**src/rtl/dmem_port_arbiter_pkg.sv**
```systemverilog
// -----------------------------------------------------------------------------
// dmem_port_arbiter_pkg
// Shared types and default constants for the data-memory port arbiter:
//   owner_t     - which requester a memory access belongs to
//   resp_tag_t  - {valid, owner} tag carried alongside an in-flight read
//   DEF_*       - default parameter values for the arbiter and its interface
// -----------------------------------------------------------------------------
package dmem_port_arbiter_pkg;

   typedef enum logic {
      OWN_CPU = 1'b0,
      OWN_DMA = 1'b1
   } owner_t;

   typedef struct packed {
      logic   valid;
      owner_t owner;
   } resp_tag_t;

   localparam int DEF_ADDR_W   = 32;
   localparam int DEF_DATA_W   = 32;
   localparam int DEF_MAX_WAIT = 8;
   localparam int DEF_MEM_LAT  = 2;

endpackage

```
**src/rtl/dmem_port_arbiter_if.sv**
```systemverilog
// -----------------------------------------------------------------------------
// dmem_port_arbiter_if
// Bundles the three buses that meet at the arbiter:
//   cpu_*  - execute-stage data port (request in, stall/read data out)
//   dma_*  - DMA/debug master valid/ready request and read data
//   mem_*  - single-ported data RAM
// Modports:
//   slave  - the arbiter itself
//   master - the environment (pipeline, DMA master and RAM together)
// -----------------------------------------------------------------------------
interface dmem_port_arbiter_if #(
   parameter int ADDR_W = 32,
   parameter int DATA_W = 32
);
   localparam int BE_W = DATA_W / 8;

   logic              cpu_re;
   logic [BE_W-1:0]   cpu_we;
   logic [ADDR_W-1:0] cpu_addr;
   logic [DATA_W-1:0] cpu_wdata;
   logic              cpu_stall;
   logic              cpu_rvalid;
   logic [DATA_W-1:0] cpu_rdata;

   logic              dma_valid;
   logic              dma_ready;
   logic [BE_W-1:0]   dma_we;
   logic [ADDR_W-1:0] dma_addr;
   logic [DATA_W-1:0] dma_wdata;
   logic              dma_rvalid;
   logic [DATA_W-1:0] dma_rdata;

   logic [ADDR_W-1:0] mem_addr;
   logic              mem_re;
   logic [BE_W-1:0]   mem_we;
   logic [DATA_W-1:0] mem_wdata;
   logic [DATA_W-1:0] mem_rdata;

   modport slave (
      input  cpu_re, cpu_we, cpu_addr, cpu_wdata,
      input  dma_valid, dma_we, dma_addr, dma_wdata,
      input  mem_rdata,
      output cpu_stall, cpu_rvalid, cpu_rdata,
      output dma_ready, dma_rvalid, dma_rdata,
      output mem_addr, mem_re, mem_we, mem_wdata
   );

   modport master (
      output cpu_re, cpu_we, cpu_addr, cpu_wdata,
      output dma_valid, dma_we, dma_addr, dma_wdata,
      output mem_rdata,
      input  cpu_stall, cpu_rvalid, cpu_rdata,
      input  dma_ready, dma_rvalid, dma_rdata,
      input  mem_addr, mem_re, mem_we, mem_wdata
   );

endinterface

```
**src/rtl/dmem_port_arbiter_resp_tag_pipe.sv**
```systemverilog
// -----------------------------------------------------------------------------
// dmem_port_arbiter_resp_tag_pipe
// MEM_LAT-deep shift register of response tags, aligned with the RAM read
// latency so the last stage names the owner of the data on mem_rdata.
// Ports:
//   clk, rst  - clock, synchronous active-high clear (invalidates all stages)
//   clk_en    - stages advance only when high, otherwise hold
//   tag_in    - tag of the access granted this cycle
//   tag_out   - tag whose read data is on mem_rdata this cycle
// -----------------------------------------------------------------------------
module dmem_port_arbiter_resp_tag_pipe
   import dmem_port_arbiter_pkg::*;
#(
   parameter int MEM_LAT = DEF_MEM_LAT
) (
   input  logic      clk,
   input  logic      rst,
   input  logic      clk_en,
   input  resp_tag_t tag_in,
   output resp_tag_t tag_out
);

   resp_tag_t [MEM_LAT-1:0] stage_r;

   // Tag shift register: one stage per enabled cycle, cleared by reset
   always_ff @(posedge clk) begin
      if (rst) begin
         for (int i = 0; i < MEM_LAT; i++) begin
            stage_r[i] <= '{valid: 1'b0, owner: OWN_CPU};
         end
      end else if (clk_en) begin
         stage_r[0] <= tag_in;
         for (int i = 1; i < MEM_LAT; i++) begin
            stage_r[i] <= stage_r[i-1];
         end
      end
   end

   assign tag_out = stage_r[MEM_LAT-1];

endmodule

```
**src/rtl/dmem_port_arbiter.sv**
```systemverilog
// -----------------------------------------------------------------------------
// dmem_port_arbiter
// Shares the single-ported data RAM between the execute-stage data port and a
// DMA/debug master. The pipeline has priority; a saturating starvation counter
// forces a pending DMA request through once it has been refused MAX_WAIT
// cycles. Read responses are tagged and routed back after MEM_LAT cycles.
// Ports:
//   clk     - clock
//   rst     - synchronous active-high reset
//   clk_en  - global clock enable; all state frozen and no grants when low
//   bus     - dmem_port_arbiter_if.slave (cpu_*, dma_*, mem_* buses)
// -----------------------------------------------------------------------------
module dmem_port_arbiter
   import dmem_port_arbiter_pkg::*;
#(
   parameter int ADDR_W   = DEF_ADDR_W,
   parameter int DATA_W   = DEF_DATA_W,
   parameter int MAX_WAIT = DEF_MAX_WAIT,
   parameter int MEM_LAT  = DEF_MEM_LAT
) (
   input logic                clk,
   input logic                rst,
   input logic                clk_en,
   dmem_port_arbiter_if.slave bus
);

   localparam int BE_W  = DATA_W / 8;
   localparam int CNT_W = (MAX_WAIT < 1) ? 1 : $clog2(MAX_WAIT + 1);
   localparam logic [CNT_W-1:0] MAX_WAIT_C = CNT_W'(MAX_WAIT);

   logic              active_s;
   logic              cpu_req_s;
   logic              dma_read_s;
   logic              dma_grant_s;
   logic              cpu_grant_s;
   logic              granted_read_s;
   logic [ADDR_W-1:0] mem_addr_s;
   logic              mem_re_s;
   logic [BE_W-1:0]   mem_we_s;
   logic [DATA_W-1:0] mem_wdata_s;
   logic              cpu_stall_s;
   logic              cpu_rvalid_s;
   logic              dma_rvalid_s;
   logic [CNT_W-1:0]  wait_cnt_r;
   resp_tag_t         tag_in_s;
   resp_tag_t         tag_out_s;

   // Grant decision and memory-port mux; nothing is granted in reset or while frozen
   always_comb begin
      active_s       = clk_en & ~rst;
      cpu_req_s      = bus.cpu_re | (|bus.cpu_we);
      dma_read_s     = (bus.dma_we == {BE_W{1'b0}});
      dma_grant_s    = 1'b0;
      cpu_grant_s    = 1'b0;
      mem_addr_s     = bus.cpu_addr;
      mem_re_s       = 1'b0;
      mem_we_s       = {BE_W{1'b0}};
      mem_wdata_s    = bus.cpu_wdata;
      granted_read_s = 1'b0;

      // DMA wins when the pipeline is idle or the DMA has waited its limit
      if (active_s && bus.dma_valid && (!cpu_req_s || (wait_cnt_r == MAX_WAIT_C))) begin
         dma_grant_s = 1'b1;
      end else if (active_s && cpu_req_s) begin
         cpu_grant_s = 1'b1;
      end else begin
         dma_grant_s = 1'b0;
         cpu_grant_s = 1'b0;
      end

      if (dma_grant_s) begin
         mem_addr_s     = bus.dma_addr;
         mem_re_s       = dma_read_s;
         mem_we_s       = bus.dma_we;
         mem_wdata_s    = bus.dma_wdata;
         granted_read_s = dma_read_s;
      end else if (cpu_grant_s) begin
         mem_addr_s     = bus.cpu_addr;
         mem_re_s       = bus.cpu_re;
         mem_we_s       = bus.cpu_we;
         mem_wdata_s    = bus.cpu_wdata;
         granted_read_s = bus.cpu_re;
      end else begin
         mem_re_s       = 1'b0;
         mem_we_s       = {BE_W{1'b0}};
         granted_read_s = 1'b0;
      end

      cpu_stall_s    = active_s & cpu_req_s & ~cpu_grant_s;
      tag_in_s.valid = granted_read_s;
      tag_in_s.owner = dma_grant_s ? OWN_DMA : OWN_CPU;
   end

   // Starvation counter: counts consecutive refused DMA cycles, saturating at MAX_WAIT
   always_ff @(posedge clk) begin
      if (rst) begin
         wait_cnt_r <= {CNT_W{1'b0}};
      end else if (clk_en) begin
         if (bus.dma_valid && !dma_grant_s) begin
            if (wait_cnt_r != MAX_WAIT_C) begin
               wait_cnt_r <= wait_cnt_r + CNT_W'(1);
            end
         end else begin
            wait_cnt_r <= {CNT_W{1'b0}};
         end
      end
   end

   dmem_port_arbiter_resp_tag_pipe #(
      .MEM_LAT (MEM_LAT)
   ) u_resp_tag_pipe (
      .clk     (clk),
      .rst     (rst),
      .clk_en  (clk_en),
      .tag_in  (tag_in_s),
      .tag_out (tag_out_s)
   );

   // Response routing; while frozen the held last-stage tag stays visible
   always_comb begin
      cpu_rvalid_s = ~rst & tag_out_s.valid & (tag_out_s.owner == OWN_CPU);
      dma_rvalid_s = ~rst & tag_out_s.valid & (tag_out_s.owner == OWN_DMA);
   end

   assign bus.mem_addr   = mem_addr_s;
   assign bus.mem_re     = mem_re_s;
   assign bus.mem_we     = mem_we_s;
   assign bus.mem_wdata  = mem_wdata_s;
   assign bus.dma_ready  = dma_grant_s;
   assign bus.cpu_stall  = cpu_stall_s;
   assign bus.cpu_rvalid = cpu_rvalid_s;
   assign bus.dma_rvalid = dma_rvalid_s;
   assign bus.cpu_rdata  = bus.mem_rdata;
   assign bus.dma_rdata  = bus.mem_rdata;

endmodule
```
**src/flat_wrapper.sv**
```systemverilog
// flat-port wrapper written by rule: the top's interface ports become plain ports
module dmem_port_arbiter_flat import dmem_port_arbiter_pkg::*;
#(
   parameter int ADDR_W   = DEF_ADDR_W,
   parameter int DATA_W   = DEF_DATA_W,
   parameter int MAX_WAIT = DEF_MAX_WAIT,
   parameter int MEM_LAT  = DEF_MEM_LAT
)
  (clk, rst, clk_en, bus_cpu_re, bus_cpu_we, bus_cpu_addr, bus_cpu_wdata, bus_dma_valid, bus_dma_we, bus_dma_addr, bus_dma_wdata, bus_mem_rdata, bus_cpu_stall, bus_cpu_rvalid, bus_cpu_rdata, bus_dma_ready, bus_dma_rvalid, bus_dma_rdata, bus_mem_addr, bus_mem_re, bus_mem_we, bus_mem_wdata);
  dmem_port_arbiter_if #(.ADDR_W(ADDR_W), .DATA_W(DATA_W)) bus_i ();
  input logic clk;
  input logic rst;
  input logic clk_en;
  input wire logic [$bits(bus_i.cpu_re)-1:0] bus_cpu_re;
  input wire logic [$bits(bus_i.cpu_we)-1:0] bus_cpu_we;
  input wire logic [$bits(bus_i.cpu_addr)-1:0] bus_cpu_addr;
  input wire logic [$bits(bus_i.cpu_wdata)-1:0] bus_cpu_wdata;
  input wire logic [$bits(bus_i.dma_valid)-1:0] bus_dma_valid;
  input wire logic [$bits(bus_i.dma_we)-1:0] bus_dma_we;
  input wire logic [$bits(bus_i.dma_addr)-1:0] bus_dma_addr;
  input wire logic [$bits(bus_i.dma_wdata)-1:0] bus_dma_wdata;
  input wire logic [$bits(bus_i.mem_rdata)-1:0] bus_mem_rdata;
  output wire logic [$bits(bus_i.cpu_stall)-1:0] bus_cpu_stall;
  output wire logic [$bits(bus_i.cpu_rvalid)-1:0] bus_cpu_rvalid;
  output wire logic [$bits(bus_i.cpu_rdata)-1:0] bus_cpu_rdata;
  output wire logic [$bits(bus_i.dma_ready)-1:0] bus_dma_ready;
  output wire logic [$bits(bus_i.dma_rvalid)-1:0] bus_dma_rvalid;
  output wire logic [$bits(bus_i.dma_rdata)-1:0] bus_dma_rdata;
  output wire logic [$bits(bus_i.mem_addr)-1:0] bus_mem_addr;
  output wire logic [$bits(bus_i.mem_re)-1:0] bus_mem_re;
  output wire logic [$bits(bus_i.mem_we)-1:0] bus_mem_we;
  output wire logic [$bits(bus_i.mem_wdata)-1:0] bus_mem_wdata;
  assign bus_i.cpu_re = bus_cpu_re;
  assign bus_i.cpu_we = bus_cpu_we;
  assign bus_i.cpu_addr = bus_cpu_addr;
  assign bus_i.cpu_wdata = bus_cpu_wdata;
  assign bus_i.dma_valid = bus_dma_valid;
  assign bus_i.dma_we = bus_dma_we;
  assign bus_i.dma_addr = bus_dma_addr;
  assign bus_i.dma_wdata = bus_dma_wdata;
  assign bus_i.mem_rdata = bus_mem_rdata;
  assign bus_cpu_stall = bus_i.cpu_stall;
  assign bus_cpu_rvalid = bus_i.cpu_rvalid;
  assign bus_cpu_rdata = bus_i.cpu_rdata;
  assign bus_dma_ready = bus_i.dma_ready;
  assign bus_dma_rvalid = bus_i.dma_rvalid;
  assign bus_dma_rdata = bus_i.dma_rdata;
  assign bus_mem_addr = bus_i.mem_addr;
  assign bus_mem_re = bus_i.mem_re;
  assign bus_mem_we = bus_i.mem_we;
  assign bus_mem_wdata = bus_i.mem_wdata;
  dmem_port_arbiter #(.ADDR_W(ADDR_W), .DATA_W(DATA_W), .MAX_WAIT(MAX_WAIT), .MEM_LAT(MEM_LAT)) u_core (.clk(clk), .rst(rst), .clk_en(clk_en), .bus(bus_i));
endmodule
```
**config.mk**
```make
export PLATFORM = sky130hd
export DESIGN_NAME = dmem_port_arbiter_flat
export DESIGN_NICKNAME = d
export VERILOG_FILES = /design/src/rtl/dmem_port_arbiter_pkg.sv /design/src/rtl/dmem_port_arbiter_if.sv /design/src/rtl/dmem_port_arbiter_resp_tag_pipe.sv /design/src/rtl/dmem_port_arbiter.sv /design/src/flat_wrapper.sv
export SDC_FILE = /design/constraint.sdc
export NUM_CORES = 1
export LEC_CHECK = 0
export CAP_MARGIN = 20
export CORE_AREA = 8 8 115 117
export DETAILED_ROUTE_END_ITERATION = 6
export DIE_AREA = 0 0 123 125
export PLACE_DENSITY = 0.66
export SLEW_MARGIN = 20
export SYNTH_ARGS = -nofsm -noshare
export SYNTH_HDL_FRONTEND = slang
export SYNTH_HIERARCHICAL = 1
export SYNTH_SLANG_ARGS = --single-unit
export TNS_END_PERCENT = 10
```
**constraint.sdc**
```tcl
create_clock -name clk -period 1.7 [get_ports clk]
set_clock_uncertainty 0.15 [all_clocks]
set_input_delay 0.17 -clock clk [delete_from_list [all_inputs] [get_ports clk]]
set_output_delay 0.17 -clock clk [all_outputs]
set_load 0.03 [all_outputs]
```
==> impl_results.md <==
* Remaining DRCs at 0
* Post-synthesis async set-or-reset flop share at 0%
* CTS tree: built
* First-pass GRT wire length at 14500 um
* Post-synth EDFFs at 0
* Number of DRC markers in iteration 0 at 34
* Clock Path Buffers at 2
* Mapped Cells at 203
* Clk sink count at 8
* CP Capture Type: primary output
* Slowest cell on crit path: dfxtp_1
* WL/cell at 19.7 um
* Number of global-route vias before repair at 2423
* Initial Utilization at 15.4%
* CP startpoint: u_core/wait_cnt_r[0]
* Root Buffer: clkbuf_16
* Area grow syn2layout at 124%
* Outcome: complete, but fails checks
* Rows at 40
* Crit path kind: flip-flop to primary output
* Critical path cell sequence: inv_2 > ha_4 > nand3b_1 > o22ai_4 > buf_12 > buf_16 > buf_8 > mux2_4 > buf_6
* Worst slew margin at 84.9%
* Primary FF master, synth: dfxtp_1
* Multi-input gate area at 0.00124 sq mm
* Final Hold Fails at 0
* Router iterations before antenna repair at 4
* Worst hold path type: input port to primary output
* Max-Cap Viols at 0
* Yosys warnings at 6
* Reg-to-reg critical path startpoint: u_core/wait_cnt_r[0]
* Crit path time final at 2.33 ns
* Worst Hold Path EP: bus_cpu_rdata[15]
* Synth Register Bits at 8
* RePlAce Congestion at 0.779
* DPL Wire Length at 8340 um
* CTS clk-pin slew, worst paths at 0.04 ns
* Die area at 0.0154 sq mm
* FF/Latch Area at 161 sq um
* Hold WS at 0.190 ns
* M1 WL at 3150 um
* VDD IR-drop max at 0.385 mV
* RSZ-0062 raised after global routing: true
* Worst-margin pin slew at 0.224 ns
* Routed wl met3 at 1080 um
* Die Y at 125 um
* P per Cell Area at 355 mW/mm^2
* Setup crit start kind: flip-flop
* Hold path start: bus_mem_rdata[15]
* Mean post-synth cell area at 8.80 sq um
* GR Overflow Total at 0
* Final clock period utilization by the worst path at 137%
* Yosys cell types at 30
* Yosys top cell area share at 32.1%
* Vias per Instance at 4.06
* DRT antenna net count at 0
* Nets at 546
* Reg2reg end: u_core/wait_cnt_r[2]
* H-tree depth reported by CTS at 1
* Io pins at 310
* Flop2flop setup slack at -0.39 ns
* WP data required at 1.38 ns
* Slowest cell delay on critical path at 0.31 ns
* Most frequent cells in the layout: 133 x clkdlybuf4s50_1, 40 x mux2_2, 29 x buf_6, 29 x buf_4, 27 x buf_2
* Clock Latency Late Sink at 0.23 ns
* DR top layer: met4
* I/O Buffers at 213
* Synth top area cells: mux2_2 32%, buf_4 29%, dfxtp_1 9.0%
* Area leader, netlist: mux2_2
* Ant diodes at 0
* Arrival @ worst endpoint at 2.01 ns
* Pleak at 1.65 nW
* Post-synthesis sequential area ratio at 8.96%
* Worst r2r path cells at 8
* WHS Path Cells at 0
* Core Region at 0.0116 sq mm
* Commonest non-fill, non-tap cell in the layout: clkdlybuf4s50_1
* TritonCTS Buffers at 3
* Pre-CTS WS at -1.18 ns
* Syn_nets at 378
* Max Freq at 0.429 GHz
* WL final at 10100 um
* Initial antenna violation count at 0
* Die X at 123 um
* Violated checks: setup timing
* Vias at 2097
* GRT Util Overall at 12.2%
* Share of cells above drive strength 1 at 49.9%
* Final Setup Violations at 74
* # fillers at 1227
* Met2 wire len at 5820 um
* Critical path fanouts, max at 7
* Slew Limit Fails at 0
* Setup ws final at -0.632 ns
* Mapped Area at 0.00179 sq mm
* Largest net degree at the start of global routing at 25
## what timing repair did
action	CTS	global route
gates cloned	2	2
setup buffers	2	1
pin swaps	3	3
setup endpoints to repair	77	77
resized for setup	164	102
hold buffers	0	0
## stage by stage
step | setup TNS [ns] | cells | instance area [sq um] | total power [mW] | utilization (%)
global route | -47.11 | 516 | 4010 | 1.49 | 34.5
CTS | -51.21 | 514 | 3960 | 1.44 | 34.1
floorplan | -11.61 | 203 | 1880 | 0.781 | -
global placement | -73.59 | 507 | 3710 | 1.02 | 31.9
finish | -40.05 | 516 | 4010 | 1.42 | 34.5
detailed placement | -74.61 | 507 | 3710 | 1.02 | 31.9
## layout make-up
type	count	share of cell area, %
inverters	2	0.187
flip-flops and latches	8	4.03
well taps	147	4.59
clock buffers	3	1.87
repair buffers	240	58.4
multi-input cells	116	31.0
## critical path, delay by kind of cell (launching register included)
kind / cells / cell delay (ns)
fa+ha+maj: 1 / 0.13
simple gates: 1 / 0.11
buf+inv: 5 / 0.66
compound gates: 1 / 0.24
mux: 1 / 0.31
flops: 1 / 0.31
## synthesized netlist by cell type, types with 2 or more instances
cell type,instances
buf_2,7
nand4b_1,2
nand4bb_1,2
nand3_1,2
nand2b_1,3
mux2_1,13
nand3b_1,2
nor2_1,5
o21ai_0,5
mux2i_1,4
dfxtp_1,8
ha_1,2
a31oi_1,2
nand2_1,11
mux2_2,51
nor2b_1,2
inv_1,2
buf_4,68
## report_power, final
group | switching, mW | internal [mW] | total (mW)
clock | 0.0935 | 0.303 | 0.397
sequential | 0.00175 | 0.192 | 0.193
combinational | 0.339 | 0.494 | 0.833
total | 0.434 | 0.989 | 1.42
## per-layer routing
| metal | track usage, % | up-vias |
|---|---|---|
| li1 | - | 975 |
| met1 | 11.1 | 963 |
| met2 | 24.3 | 147 |
| met3 | 5.22 | 12 |
| met4 | 1.77 | 0 |
| met5 | 0 | - |
## worst max-delay path by stage
stage,end,cells after the start
6_report,bus_mem_addr[3],9
3_3_place_gp,bus_mem_addr[7],6
5_1_grt,bus_mem_addr[3],9
2_1_floorplan,bus_mem_addr[14],4
4_1_cts,bus_mem_addr[3],9
3_5_place_dp,bus_mem_addr[11],6
## registers in the layout, summed over array words and instances (netlist names)
signal,count
u_core/u_resp_tag_pipe/stage_r,2
u_core/wait_cnt_r,4
u_core/u_resp_tag_pipe/tag_out,2
## kinds of logic (layout without fill, tap and decap cells)
family                   count (synthesis)  after routing  share of synthesized area, %
buffers and inverters                   79            245                          31.4
adder cells (fa/ha/maj)                  2              2                          1.40
multiplexers                            68             68                          42.6
AO/OA/AOI/OAI                           11             11                          3.99
flip-flops                               8              8                          8.96
AND/OR/NAND/NOR                         35             35                          11.6
Note: power is estimated with default switching activity, not from simulation.
